--- src/rtl/lsu_ctrl.sv ---
// Load/store sequencer: accepts one core request at a time, runs a req/ack
// transaction on the data memory and returns formatted load data or an error.
module lsu_ctrl #(
    parameter int TIMEOUT = 16,
    parameter int CNT_W   = 5
) (
    input  logic        clk,
    input  logic        rst,
    input  logic        req_valid,
    input  logic        req_we,
    input  logic [2:0]  req_size,
    input  logic [31:0] req_addr,
    input  logic [31:0] req_wdata,
    output logic        stall,
    output logic [31:0] rdata,
    output logic        rdata_valid,
    output logic        err,
    output logic [1:0]  err_code,
    output logic        mem_req,
    output logic        mem_we,
    output logic [31:0] mem_addr,
    output logic [3:0]  mem_be,
    output logic [31:0] mem_wdata,
    input  logic        mem_ack,
    input  logic [31:0] mem_rdata
);

    if (TIMEOUT < 2) begin : g_bad_timeout
        $error("lsu_ctrl: TIMEOUT must be at least 2");
    end
    if ((2 ** CNT_W) <= TIMEOUT) begin : g_bad_cnt_w
        $error("lsu_ctrl: CNT_W too narrow for TIMEOUT");
    end

    typedef enum logic [1:0] {
        IDLE = 2'd0,
        WAIT = 2'd1,
        RESP = 2'd2,
        ERR  = 2'd3
    } state_t;

    localparam logic [1:0] CODE_MISALIGNED = 2'b01;
    localparam logic [1:0] CODE_TIMEOUT    = 2'b10;
    localparam logic [1:0] CODE_ILLEGAL    = 2'b11;

    localparam logic [2:0] SZ_W  = 3'b001;
    localparam logic [2:0] SZ_B  = 3'b010;
    localparam logic [2:0] SZ_H  = 3'b011;
    localparam logic [2:0] SZ_BU = 3'b100;
    localparam logic [2:0] SZ_HU = 3'b101;

    localparam logic [CNT_W-1:0] CNT_LAST = CNT_W'(TIMEOUT - 1);

    state_t           state;
    state_t           next_state;
    logic [CNT_W-1:0] wait_cnt;
    logic             lat_load;
    logic [2:0]       lat_size;
    logic [1:0]       lat_off;

    logic             size_ok;
    logic             misaligned;
    logic             is_half;
    logic             is_word;
    logic             timeout_hit;
    logic [3:0]       be_calc;
    logic [31:0]      wdata_calc;
    logic [31:0]      load_fmt;
    logic [7:0]       load_byte;
    logic [15:0]      load_half;

    // Request decode: legality is checked before alignment.
    always_comb begin
        size_ok    = 1'b0;
        is_half    = 1'b0;
        is_word    = 1'b0;
        misaligned = 1'b0;
        if (req_we) begin
            size_ok = (req_size == SZ_W) || (req_size == SZ_B) || (req_size == SZ_H);
            is_half = (req_size == SZ_H);
        end else begin
            size_ok = (req_size >= SZ_W) && (req_size <= SZ_HU);
            is_half = (req_size == SZ_H) || (req_size == SZ_HU);
        end
        is_word    = (req_size == SZ_W);
        misaligned = (is_half && req_addr[0]) || (is_word && (req_addr[1:0] != 2'b00));
    end

    always_comb begin
        be_calc    = 4'b1111;
        wdata_calc = req_wdata;
        if (req_we) begin
            case (req_size)
                SZ_B: begin
                    be_calc    = 4'b0001 << req_addr[1:0];
                    wdata_calc = {4{req_wdata[7:0]}};
                end
                SZ_H: begin
                    be_calc    = req_addr[1] ? 4'b1100 : 4'b0011;
                    wdata_calc = {2{req_wdata[15:0]}};
                end
                default: begin
                    be_calc    = 4'b1111;
                    wdata_calc = req_wdata;
                end
            endcase
        end
    end

    // Lane extraction uses the offset latched at acceptance, not the live address.
    always_comb begin
        load_byte = mem_rdata[7:0];
        case (lat_off)
            2'd0:    load_byte = mem_rdata[7:0];
            2'd1:    load_byte = mem_rdata[15:8];
            2'd2:    load_byte = mem_rdata[23:16];
            default: load_byte = mem_rdata[31:24];
        endcase
        load_half = lat_off[1] ? mem_rdata[31:16] : mem_rdata[15:0];
        case (lat_size)
            SZ_B:    load_fmt = {{24{load_byte[7]}}, load_byte};
            SZ_BU:   load_fmt = {24'h0, load_byte};
            SZ_H:    load_fmt = {{16{load_half[15]}}, load_half};
            SZ_HU:   load_fmt = {16'h0, load_half};
            default: load_fmt = mem_rdata;
        endcase
    end

    assign timeout_hit = (wait_cnt == CNT_LAST);

    always_ff @(posedge clk or posedge rst) begin
        if (rst) begin
            state <= IDLE;
        end else begin
            state <= next_state;
        end
    end

    always_comb begin
        next_state = state;
        case (state)
            IDLE: begin
                if (req_valid) begin
                    if (!size_ok || misaligned) begin
                        next_state = ERR;
                    end else begin
                        next_state = WAIT;
                    end
                end
            end
            WAIT: begin
                if (mem_ack) begin
                    next_state = RESP;
                end else if (timeout_hit) begin
                    next_state = ERR;
                end
            end
            RESP:    next_state = IDLE;
            ERR:     next_state = IDLE;
            default: next_state = IDLE;
        endcase
    end

    always_comb begin
        stall       = ((state == IDLE) && req_valid) || (state == WAIT);
        rdata_valid = (state == RESP);
        err         = (state == ERR);
    end

    // Memory-side registers, wait counter, load result and error code.
    always_ff @(posedge clk or posedge rst) begin
        if (rst) begin
            wait_cnt  <= '0;
            lat_load  <= 1'b0;
            lat_size  <= 3'b000;
            lat_off   <= 2'b00;
            mem_req   <= 1'b0;
            mem_we    <= 1'b0;
            mem_addr  <= 32'h0;
            mem_be    <= 4'h0;
            mem_wdata <= 32'h0;
            rdata     <= 32'h0;
            err_code  <= 2'b00;
        end else begin
            case (state)
                IDLE: begin
                    if (req_valid) begin
                        if (!size_ok) begin
                            err_code <= CODE_ILLEGAL;
                        end else if (misaligned) begin
                            err_code <= CODE_MISALIGNED;
                        end else begin
                            lat_load  <= !req_we;
                            lat_size  <= req_size;
                            lat_off   <= req_addr[1:0];
                            mem_req   <= 1'b1;
                            mem_we    <= req_we;
                            mem_addr  <= {req_addr[31:2], 2'b00};
                            mem_be    <= be_calc;
                            mem_wdata <= wdata_calc;
                        end
                    end
                end
                WAIT: begin
                    if (mem_ack) begin
                        mem_req  <= 1'b0;
                        mem_we   <= 1'b0;
                        wait_cnt <= '0;
                        if (lat_load) begin
                            rdata <= load_fmt;
                        end
                    end else if (timeout_hit) begin
                        mem_req  <= 1'b0;
                        mem_we   <= 1'b0;
                        wait_cnt <= '0;
                        err_code <= CODE_TIMEOUT;
                    end else begin
                        wait_cnt <= wait_cnt + CNT_W'(1);
                    end
                end
                default: begin
                    wait_cnt <= '0;
                end
            endcase
        end
    end

endmodule

--- config.mk ---
export PLATFORM = sky130hd
export DESIGN_NAME = lsu_ctrl
export DESIGN_NICKNAME = d
export VERILOG_FILES = /design/src/rtl/lsu_ctrl.sv
export SDC_FILE = /design/constraint.sdc
export NUM_CORES = 1
export LEC_CHECK = 0
export ABC_AREA = 1
export BUFFER_PORTS_ARGS = -buffer_cell sky130_fd_sc_hd__buf_2
export CAP_MARGIN = 10
export CORE_MARGIN = 2
export CORE_UTILIZATION = 35
export DETAILED_ROUTE_END_ITERATION = 7
export SLEW_MARGIN = 20
export SYNTH_ARGS = -nofsm -noshare
export SYNTH_HDL_FRONTEND = slang
export SYNTH_SLANG_ARGS = --single-unit
--- constraint.sdc ---
create_clock -name clk -period 3.6 [get_ports clk]
set_input_delay 0.18 -clock clk [delete_from_list [all_inputs] [get_ports clk]]
set_output_delay 0.18 -clock clk [all_outputs]
set_load 0.005 [all_outputs]
==> key figures, run 1 <==
STA
  • Fin Hold WS: 0.0285 ns
  • Final setup viols: 0
  • Max Slew Vio Count: 0
  • Clk_skew: 0.00353 ns
  • Fmax: 0.433 GHz
  • Fin crit share: 64.2%
  • RSZ-0062 raised after global routing: false
  • Minimum clock period: around 2.3 ns
  • Worst slew margin: a little under two fifths
  • Final Hold Viols: 0
  • Worst-Margin Slew: slightly above 0.9 ns
  • Setup TNS: 0 ns

Finish
  • Synth-to-layout area growth: 36.2%
  • Layout cell share with drive strength beyond 1: a little over a quarter
  • Nets: 1130
  • Fin area: 7990 um^2

Routing
  • DR iter-0 viols: 386
  • Post-route ant nets: 0
  • Vias per cell: 4.62
  • Routed vias: 5814
  • Detailed Route WL: 17400 um
  • DRT Pass-1 Iters: 5
  • WL/cell: 13.9 um
  • Drt drc: 0

Clocking
  • CTS sink cnt: between 100 and 150
  • Clock-pin slew on the worst setup and hold paths: 0.05 ns
  • Setup bufs post-CTS: 0
  • CTS Buf Count: 17
  • Htree depth: 4
  • Clock Latency Late Sink: 0.41 ns
  • CTS tree: built
  • Clock Path Buffers: 2
  • Root Buffer: clkbuf_16
  • Post-CTS Resized: 0

Floorplan
  • Die width: 133 um
  • Die area: 17800 um^2
  • Core area: about 16000 um^2
  • I/O pins: 211
  • # rows: 47
  • DIE HEIGHT: 133 um
  • Starting Density: a little over a third

Logic synthesis
  • Share of the synthesized area in the top cell type: 49.1%
  • Seq cells post-synth: 115
  • Seq/Total Area, Yosys: 49.1%
  • Mapped cell area: between 5000 and 6000 um^2
  • Distinct cells, synth: 27
  • Largest area contributor in the netlist: dfrtp_1
  • Mapped Avg Cell Area: 7.32 um^2
  • Synth area leaders: dfrtp_1, nand2_1, nand3_1
  • YS warnings: 0
  • Cells after Synth: 801

Pwr
  • Worst VDD drop: 0.334 mV
  • Leakage: 4.51 nW
  • Internal power: 4.05 mW
  • Sw frac: 36.5%
  • Net Sw Power: between 2 and 2.5 mW
  • Comb pwr share: 36.8%
  • Sequential share of power: 35.9%
  • Power per Cell Area: 798 nW/um^2
  • Clk pwr share: 27.3%

Worst setup path
  • Required @ worst endpoint: between 3 and 4 ns
  • CP bufs+invs: 2
  • Setup crit start kind: flop
  • Worst-path fanout max: 24
  • Crit path kind: flop to flop
  • Crit-path max cell delay: 0.66 ns
  • Top delay family on crit path: simple AND/OR/NAND/NOR gates
  • Crit path cell chain: inv_1, nand3_1, nand3_1, nand3_1, nand3b_1, nand2_1, inv_1
  • Critical path capture point type: flop
  • WP data arrival: 2.66 ns
  • Setup crit start: lat_off[1]
  • Reg-to-reg startpoint: lat_off[1]
  • Most frequent CP cell: nand3_1
  • CP max-delay cell: nand3_1

Hold path
  • Worst min path class: input port to flop
  • Hold Path Origin: req_wdata[7]

GRT
  • Initial antenna violation count: 1
  • Via count of the first global-routing pass: 5503
  • Total gr overflow: 0
  • Largest net degree at the start of global routing: 68
  • GR Util All Layers: 19.7%
  • First-pass GRT wire length: between 20000 and 30000 um

Flow run
  • Max cap viols: 0

Outcome
  • Outcome: completed

Placement
  • Cell Area, Placed: 7070 um^2
  • DP HPWL: 12100 um
  • GPL Wtd Cong: 0.867
  • PortBufs: 208
layer usage:
metal,wire length [um],track usage [%],up-vias
met5,0,0,-
met2,7990,30.7,215
li1,-,-,2940
met4,464,7.98,0
met1,7630,25.5,2630
met3,1360,6.43,29
layout make-up:
| class | count | area, um^2 |
|---|---|---|
| fill | 1686 | 8480 |
| sequential | 115 | 2880 |
| multi-input combinational | 585 | 2560 |
| timing repair buffer | 243 | 1420 |
| clock buffer | 20 | 457 |
| tap | 220 | 275 |
| inverter | 63 | 239 |
| clock inverter | 12 | 155 |
| antenna | 1 | 2.50 |
synthesized netlist by cell type:
cell type	number
inv_2	3
o21ai_1	9
inv_1	59
nor3_1	1
o21bai_1	5
xnor2_1	2
nand4_1	3
nor2_4	1
nor2_1	14
a41oi_1	1
nand3_1	52
o211ai_1	8
or2_0	5
nor2_2	4
buf_4	5
a21oi_1	5
ha_1	1
or2_2	19
o21ai_0	51
buf_1	3
nand3b_1	17
nand2_1	385
clkbuf_1	11
conb_1	1
dfrtp_1	115
buf_2	20
clkinv_1	1
power by group through the flow:
stage | clock network (mW) | registers (mW) | logic (mW)
3_5_place_dp | 0 | 2.28 | 2.34
4_1_cts | 1.78 | 2.28 | 2.36
2_1_floorplan | 0 | 2.30 | 1.33
6_report | 1.74 | 2.29 | 2.35
3_3_place_gp | 0 | 2.28 | 2.31
5_1_grt | 1.84 | 2.36 | 2.65
logic make-up (layout without fill, tap and decap cells):
| group | count (synthesis) | after routing | share of synthesized area, % |
|---|---|---|---|
| simple gates | 501 | 501 | 35.7 |
| flops | 115 | 115 | 49.1 |
| buf+inv | 102 | 338 | 7.27 |
| compound gates | 79 | 79 | 7.36 |
| xor+xnor | 2 | 2 | 0.299 |
| fa+ha+maj | 1 | 1 | 0.213 |
| other cells | 1 | 3 | 0.0639 |
flip-flops by register name, indices dropped and copies added (netlist names), 2 cells and up:
| name | count |
|---|---|
| err_code | 2 |
| lat_off | 2 |
| lat_size | 3 |
| mem_addr | 30 |
| mem_be | 4 |
| mem_wdata | 32 |
| rdata | 32 |
| state | 2 |
| wait_cnt | 5 |
final timing paths:
kind	to	slack (ns)	depth (start not counted)
min in group asynchronous	rdata[29]	0.51	3
max in group asynchronous	mem_wdata[23]	2.34	4
setup / recovery	rdata[31]	1.29	7
hold reg to reg	mem_be[3]	0.46	2
setup reg to reg	rdata[31]	1.29	7
hold / removal	mem_wdata[7]	0.03	3
through the flow:
stage          total power [mW]  cells  utilization [%]  setup WS [ns]
6_report                   6.37   1259             48.5           1.29
5_1_grt                    6.85   1258             48.5           1.03
4_1_cts                    6.42   1258             48.5           1.28
3_5_place_dp               4.62   1195             42.9           1.31
3_3_place_gp               4.59   1195             42.9           1.34
2_1_floorplan              3.63    802                -          0.376
tightest hold or removal path, cell delays in order:
cell,delay (ns)
buf_2,0.11
nand2_1,0.06
nand2_1,0.05
placed cells by master (no fill, tap or decap), types with 2 or more instances in the layout:
master | Yosys | final
a21oi_1 | 5 | 5
buf_12 | 0 | 3
buf_2 | 20 | 208
bufinv_16 | 0 | 3
clkbuf_16 | 0 | 17
clkbuf_8 | 0 | 2
clkinv_2 | 0 | 2
clkinvlp_4 | 0 | 5
conb_1 | 1 | 2
dfrtp_1 | 115 | 115
dlygate4sd3_1 | 0 | 31
inv_1 | 59 | 58
inv_2 | 3 | 3
nand2_1 | 385 | 385
nand3_1 | 52 | 52
nand3b_1 | 17 | 17
nand4_1 | 3 | 3
nor2_1 | 14 | 14
nor2_2 | 4 | 4
o211ai_1 | 8 | 8
o21ai_0 | 51 | 51
o21ai_1 | 9 | 9
o21bai_1 | 5 | 5
or2_0 | 5 | 5
or2_2 | 19 | 19
xnor2_1 | 2 | 2
timing repair:
item                                    CTS  global route
endpoints found under the setup margin    0             0
hold buffers                             31             0
endpoints found under the hold margin    38             0
Power figures use the tool's default switching activity.
==> run 2: changes to the inputs <==
Clock period 3.6 ns to 2.2 ns, I/O delays scaled along.
==> run 2 against run 1 <==
  * Power rose by 64%
  * Clock power is 59% higher
  * Largest power group unchanged
  * Clock-buffer cell count is 2 lower
  * Clock skew increased by 0.0056 ns
  * Sequential power increased by 61%
  * Non-clock buffer count rose by 38
  * Largest cell class unchanged
  * Critical endpoint is now mem_wdata[23]
  * Cell count rose by 3.0%
==> key figures, run 2 (synthesized netlist as in run 1, its figures left out) <==
Pwr
  • Leakage: 4.65 nW (+3.1%)
  • Clk pwr share: 26.5% (-0.8 points)
  • Internal power: 6.60 mW (+63%)
  • Sequential share of power: 35.3% (-0.6 points)
  • Power per Cell Area: 1260 nW/um^2 (+58%)
  • Net Sw Power: 3.87 mW (+66%)
  • Worst VDD drop: 0.555 mV (+66%)
  • Overall Power: 10.5 mW (+64%)
  • Sw frac: 37.0% (+0.47 points)
  • Comb pwr share: 38.2% (+1.4 points)

Floorplan
  • # rows: 47 (unchanged)
  • DIE HEIGHT: 133 um (unchanged)
  • I/O pins: 211 (unchanged)
  • Core area: 16500 um^2 (unchanged)
  • Starting Density: 35.6% (unchanged)
  • Die width: 133 um (unchanged)
  • Die area: 17800 um^2 (unchanged)

Finish
  • Nets: 1168 (+3.4%)
  • Synth-to-layout area growth: 41.6%
  • Filler cells: 1670 (-0.95%)
  • Top flop regs: mem_wdata: 32 flops, rdata: 32 flops, mem_addr: 30 flops
  • Commonest cells after routing, fill and taps aside: nand2_1, buf_2, dfrtp_1
  • Most common cell after layout, fill and taps aside: nand2_1
  • Finished Layout Cells: 1297 (+3.0%)
  • Layout cell share with drive strength beyond 1: 26.5% (+0.38 points)

Routing
  • Routed vias: 5944 (+2.2%)
  • Detailed Route WL: 17800 um (+2.0%)
  • Post-route ant nets: 0 (unchanged)
  • DR iter-0 viols: 307 (-20%)
  • Vias per cell: 4.58 (-0.76%)
  • DRT Pass-1 Iters: 4 (-1)
  • WL/cell: 13.7 um (-0.95%)
  • Drt drc: 0 (unchanged)

Worst setup path
  • Crit path cell chain: dlygate4sd3_1, buf_2, inv_1, nand2_1, inv_2, nand2_1, or2_2, o21ai_0, o21ai_0
  • Top delay family on crit path: buffers and inverters
  • Worst-path fanout max: 19 (-21%)
  • Required @ worst endpoint: 2.49 ns (-1.46 ns)
  • Critical path capture point type: flop
  • Setup crit start kind: input port
  • CP bufs+invs: 4 (+2)
  • WP data arrival: 2.02 ns (-0.64 ns)
  • Crit-path max cell delay: 0.54 ns (-0.12 ns)
  • CP max-delay cell: dlygate4sd3_1
  • Crit path kind: input port to flop

Clocking
  • Clock-pin slew on the worst setup and hold paths: 0.06 ns (about the same)
  • Root Buffer: clkbuf_16
  • CTS sink cnt: 115 (unchanged)
  • Htree depth: 4 (unchanged)
  • Clock Latency Late Sink: 0.42 ns (about the same)
  • CTS tree: built
  • CTS Buf Count: 17 (unchanged)
  • Clock Path Buffers: 2 (unchanged)

STA
  • Fmax: 0.578 GHz
  • Worst slew margin: 62.3% (+24 points)
  • Clk_skew: 0.00911 ns (+0.00558 ns)
  • Worst-Margin Slew: 0.566 ns (-0.364 ns)
  • Max Slew Vio Count: 0 (unchanged)
  • Final Hold Viols: 0 (unchanged)
  • Fin crit share: 78.7%
  • Minimum clock period: 1.73 ns
  • RSZ-0062 raised after global routing: false
  • Setup TNS: 0 ns (unchanged)
  • Final setup viols: 0 (unchanged)

Placement
  • PortBufs: 208 (unchanged)
  • DP HPWL: 12400 um (+2.5%)
  • GPL Wtd Cong: 0.860 (-0.84%)
  • Placed Cells: 1208 (+1.1%)

GRT
  • M1 GR Usage: 25.7% (+0.23 points)
  • GR Util met3: 6.20% (-0.23 points)
  • Via count of the first global-routing pass: 5805 (+5.5%)
  • Largest net degree at the start of global routing: 72 (+5.9%)
  • Initial antenna violation count: 1 (unchanged)
  • Met2 usage: 32.1% (+1.4 points)
  • Busiest grt layer: met2
  • Total gr overflow: 0 (unchanged)
  • First-pass GRT wire length: 28600 um (+2.8%)
  • GR Util All Layers: 20.4% (+0.65 points)

Outcome
  • Outcome: completed

Flow run
  • Max cap viols: 0 (unchanged)

Hold path
  • Worst min path class: input port to flop
[run 2: changes by cell type in the layout (fill, tap and decap cells not counted), sizes merged]
cell / delta
clkbuf: -2
bufinv: -1
buf: +13
clkinv: -1
clkinvlp: +2
dlygate4sd3: +25
inv: +2
[run 2: per-stage QoR]
step           worst slack, ns  hold WS [ns]  utilization, %  cell area, um^2
6_report                 0.469        0.0110            50.5             8310
5_1_grt                  0.306        0.0230            50.4             8310
4_1_cts                  0.462       0.00239            50.4             8310
3_5_place_dp             0.546       0.00647            43.4             7150
3_3_place_gp             0.535        0.0160            43.4             7150
2_1_floorplan            0.691         0.227               -             5870
[run 2: what timing repair did]
item,CTS,global route
endpoints found under the hold margin,170,0
hold buffers,56,0
gates resized for setup,0,0
setup buffers,0,0
endpoints found under the setup margin,0,0
[run 2: power groups by stage]
stage,combinational [mW],clock [mW],sequential (mW)
finish,4.00,2.77,3.69
global route,4.56,2.93,3.82
CTS,4.05,2.83,3.69
detailed placement,3.97,0,3.70
global placement,3.90,0,3.70
floorplan,2.18,0,3.77
[run 2: per-layer routing]
layer / wire length [um] / part of all wire, %
met2: 8290 / 47
met5: 0 / 0
met3: 1180 / 6.6
met4: 578 / 3.2
met1: 7750 / 44
[run 2: area by class of cell]
type | count | area [um^2] | area share (%)
inverter | 63 | 240 | 2.89
clock buffer | 18 | 439 | 5.29
clock inverter | 14 | 154 | 1.85
sequential | 115 | 2880 | 34.6
antenna | 1 | 2.50 | 0.0301
timing repair buffer | 281 | 1750 | 21.1
tap | 220 | 275 | 3.31
multi-input combinational | 585 | 2560 | 30.9
[run 2: final timing paths]
check / startpoint / to / slack, ns / depth (start not counted)
worst min-delay path: req_wdata[13] / mem_wdata[13] / 0.01 / 5
worst min register to register: mem_be[0] / mem_be[0] / 0.46 / 2
max in group asynchronous: rst / lat_off[0] / 1.30 / 4
min in group asynchronous: rst / mem_addr[16] / 0.14 / 3
worst max-delay path: req_size[2] / mem_wdata[23] / 0.47 / 9
worst max register to register: state[1] / mem_addr[7] / 0.51 / 6
[run 2: tightest hold or removal path, cell delays in order]
cell     delay [ns]
buf_2          0.10
nand2_1        0.05
nand2_1        0.05
nand2_1        0.04
nand2_1        0.05
==> run 3: changes to the inputs <==
Settings changed: ABC_AREA 1 to 0.
Clock period 2.2 ns to 1.4 ns, I/O delays scaled along.
==> run 3 against run 2 <==
  * The flow now finishes with violations (setup timing)
  * Register-to-register slack worse by 0.63 ns
  * Sequential power increased by 65%
  * Clock skew is 0.0019 ns lower
  * Cell count fell by 17%
  * Wire length grew 4.0%
  * Utilization is 9.1 points higher
  * Largest power group unchanged
  * Highest routed layer unchanged
==> key figures, run 3 <==
Outcome
  • Outcome: complete, but fails checks
  • Violated checks: setup timing

Placement
  • GPL Wtd Cong: 0.862 (+0.22%)
  • Place WS: -0.205 ns (-0.750 ns)
  • Placed Cells: 934 (-23%)
  • DP HPWL: 11700 um (-5.6%)
  • PortBufs: 208 (unchanged)

Worst setup path
  • R2R setup slack: -0.12 ns (-0.63 ns)
  • WP data arrival: 1.80 ns (-0.22 ns)
  • Crit path kind: flop to flop
  • Setup crit start kind: flop
  • Terminus of the critical flop-to-flop path: rdata[15]
  • Critical path capture point type: flop
  • Worst-path fanout max: 8 (-11)
  • Required @ worst endpoint: 1.69 ns (-0.80 ns)
  • Reg-to-reg startpoint: state[0]
  • Cell depth of the worst flop-to-flop path: 6 (unchanged)

GRT
  • Total gr overflow: 0 (unchanged)
  • Initial antenna violation count: 0 (-1)
  • GR Util All Layers: 21.1% (+0.73 points)
  • First-pass GRT wire length: 27700 um (-3.2%)
  • Largest net degree at the start of global routing: 63 (-13%)
  • Via count of the first global-routing pass: 5627 (-3.1%)

Finish
  • Number of antenna diodes: 0 (-1)
  • Finished Layout Cells: 1081 (-17%)
  • Nets: 957 (-18%)
  • Filler cells: 1291 (-23%)
  • Layout cell share with drive strength beyond 1: 52.4% (+26 points)
  • Synth-to-layout area growth: 66.8%
  • Top flop regs: mem_wdata: 32 flops, rdata: 32 flops, mem_addr: 30 flops
  • Commonest cells after routing, fill and taps aside: buf_2, dfrtp_1, dlygate4sd3_1
  • Most common cell after layout, fill and taps aside: buf_2

Logic synthesis
  • YS warnings: 0 (unchanged)
  • Seq/Total Area, Yosys: 50.9% (+1.9 points)
  • Synth Area in XOR/XNOR: 0.288% (-0.011 points)
  • Seq cells post-synth: 115 (unchanged)
  • Most frequent cell after synthesis: dfrtp_1
  • Largest family of logic cells by synthesized area: compound AO/OA/AOI/OAI gates
  • Main flop type after synthesis: dfrtp_1
  • Synth Area in Adders: 0.221% (+0.0081 points)
  • Async set-or-reset flop fraction in the synthesized netlist: 100% (unchanged)
  • Mapped cell area: 5650 um^2 (-3.6%)
  • Most frequent cells after synthesis: dfrtp_1, a21oi_1, o21ai_0, mux2_4, nor2_1
  • Mapped Avg Cell Area: 11.3 um^2 (+55%)
  • Distinct cells, synth: 55 (+100%)
  • Simple-Gate Fraction of Synth Area: 10.4% (-25 points)
  • Largest area contributor in the netlist: dfrtp_1
  • Cells after Synth: 499 (-38%)
  • Mux cell area share after synthesis: 16.6% (+17 points)
  • Synth area leaders: dfrtp_1, mux2_4, a21oi_1
  • Share of the synthesized area in the top cell type: 50.9% (+1.9 points)
  • Post-synth EDFFs: 0 (unchanged)
  • Area fraction in compound gates after synthesis: 17.0% (+9.6 points)

Pwr
  • Clk pwr share: 23.4% (-3.1 points)
  • Sequential share of power: 32.2% (-3.1 points)
  • Net Sw Power: 6.50 mW (+68%)
  • Internal power: 12.4 mW (+87%)
  • Comb pwr share: 44.4% (+6.2 points)
  • Sw frac: 34.4% (-2.5 points)
  • Power per Cell Area: 2000 nW/um^2 (+59%)
  • Worst VDD drop: 1.03 mV (+86%)
  • Leakage: 4.38 nW (-5.7%)

Floorplan
  • # rows: 46 (-2.1%)
  • Die width: 131 um (-1.8%)
  • Core area: 15800 um^2 (-3.9%)
  • I/O pins: 211 (unchanged)
  • DIE HEIGHT: 131 um (-1.8%)
  • Die area: 17200 um^2 (-3.5%)
  • Starting Density: 35.7% (+0.084 points)

Clocking
  • Clock-pin slew on the worst setup and hold paths: 0.06 ns (about the same)
  • CTS sink cnt: 115 (unchanged)
  • Clock Path Buffers: 2 (unchanged)
  • Clock Latency Late Sink: 0.42 ns (about the same)
  • CTS tree: built
  • Root Buffer: clkbuf_16
  • Htree depth: 4 (unchanged)
  • CTS Buf Count: 17 (unchanged)

STA
  • Setup WS post-layout: -0.115 ns (-0.585 ns)
  • Minimum clock period: roughly 1.5 ns
  • Fmax: 0.660 GHz
  • Final setup viols: 90 (+90)
  • Final Hold Viols: 0 (unchanged)
  • Clk_skew: 0.00720 ns (-0.00192 ns)
  • RSZ-0062 raised after global routing: true
  • Max Slew Vio Count: 0 (unchanged)
  • Fin crit share: 108%

Routing
  • DR iter-0 viols: 265 (-14%)
  • Routed vias: 5474 (-7.9%)
  • Vias per cell: 5.06 (+10%)
  • Drt drc: 0 (unchanged)
  • Post-route ant nets: 0 (unchanged)
  • WL/cell: 17.1 um (+25%)
  • Detailed Route WL: 18500 um (+4.0%)
  • DRT Pass-1 Iters: 4 (unchanged)

Flow run
  • Max cap viols: 0 (unchanged)

Hold path
  • Min-Delay Endpoint: rdata[24]
  • Worst hold stages: 3 (-2)
  • Hold Path Origin: mem_rdata[24]
  • Worst min path class: input port to flop
## run 3: repair_timing
action                                  CTS  global route
hold buffers                             98             0
endpoints found under the hold margin   208             0
buffers inserted                         10             3
pin swaps                                 5             6
gates resized for setup                  60            62
endpoints found under the setup margin  115           116
gates cloned                              3             1
## run 3: worst max path at each step
stage / from / end / slack [ns]
floorplan: state[0] / lat_size[2] / -0.16
global placement: state[0] / lat_size[1] / -0.16
detailed placement: lat_off[0] / rdata[12] / -0.20
CTS: state[0] / stall / -0.12
global route: state[0] / wait_cnt[0] / -0.18
finish: state[0] / rdata[15] / -0.12
## run 3: routing by layer
metal | routed length (um) | up-vias | GRT usage (%) | share of wire [%]
met5 | 0 | - | 0 | 0
met4 | 329 | 0 | 8.20 | 1.8
met3 | 1330 | 24 | 5.93 | 7.2
met2 | 9310 | 231 | 36.8 | 50
met1 | 7540 | 2690 | 24.7 | 41
li1 | - | 2529 | - | -
## run 3: cell type report
class                      count  area [um^2]  share of cell area, %
timing repair buffer         366         2710                   28.7
sequential                   115         2880                   30.6
tap                          216          270                   2.87
clock inverter                13          150                   1.59
multi-input combinational    346         2940                   31.2
clock buffer                  19          453                   4.80
inverter                       6         26.3                  0.279
## run 3: critical path, stage by stage (launching register included)
cell	delay (ns)
dfrtp_2	0.45
buf_4	0.15
and4b_2	0.26
buf_6	0.14
buf_4	0.17
o22ai_1	0.16
a21oi_1	0.06
## run 3: cell families after synthesis
| group | Yosys count |
|---|---|
| xor+xnor | 1 |
| buf+inv | 41 |
| simple gates | 110 |
| compound gates | 157 |
| flops | 115 |
| mux | 73 |
| fa+ha+maj | 1 |
| other cells | 1 |
## run 3: power by group through the flow
stage / registers [mW] / logic (mW) / clock network (mW)
final: 6.08 / 8.37 / 4.41
after CTS: 6.01 / 7.74 / 4.52
after global placement: 5.93 / 6.70 / 0
after global routing: 6.26 / 9.11 / 4.67
after floorplan: 5.95 / 3.79 / 0
after detailed placement: 5.98 / 6.84 / 0
## run 3: through the flow
step | TNS (ns) | power (mW) | instance area, um^2 | hold slack (ns) | util [%]
floorplan | -14.25 | 9.75 | 5710 | 0.179 | -
global placement | -9.89 | 12.6 | 7210 | 0.208 | 45.5
finish | -6.04 | 18.9 | 9430 | 0.0248 | 59.6
global route | -10.95 | 20.0 | 9430 | 0.0241 | 59.6
CTS | -5.88 | 18.3 | 9140 | 0.00141 | 57.7
detailed placement | -14.21 | 12.8 | 7210 | 0.221 | 45.5
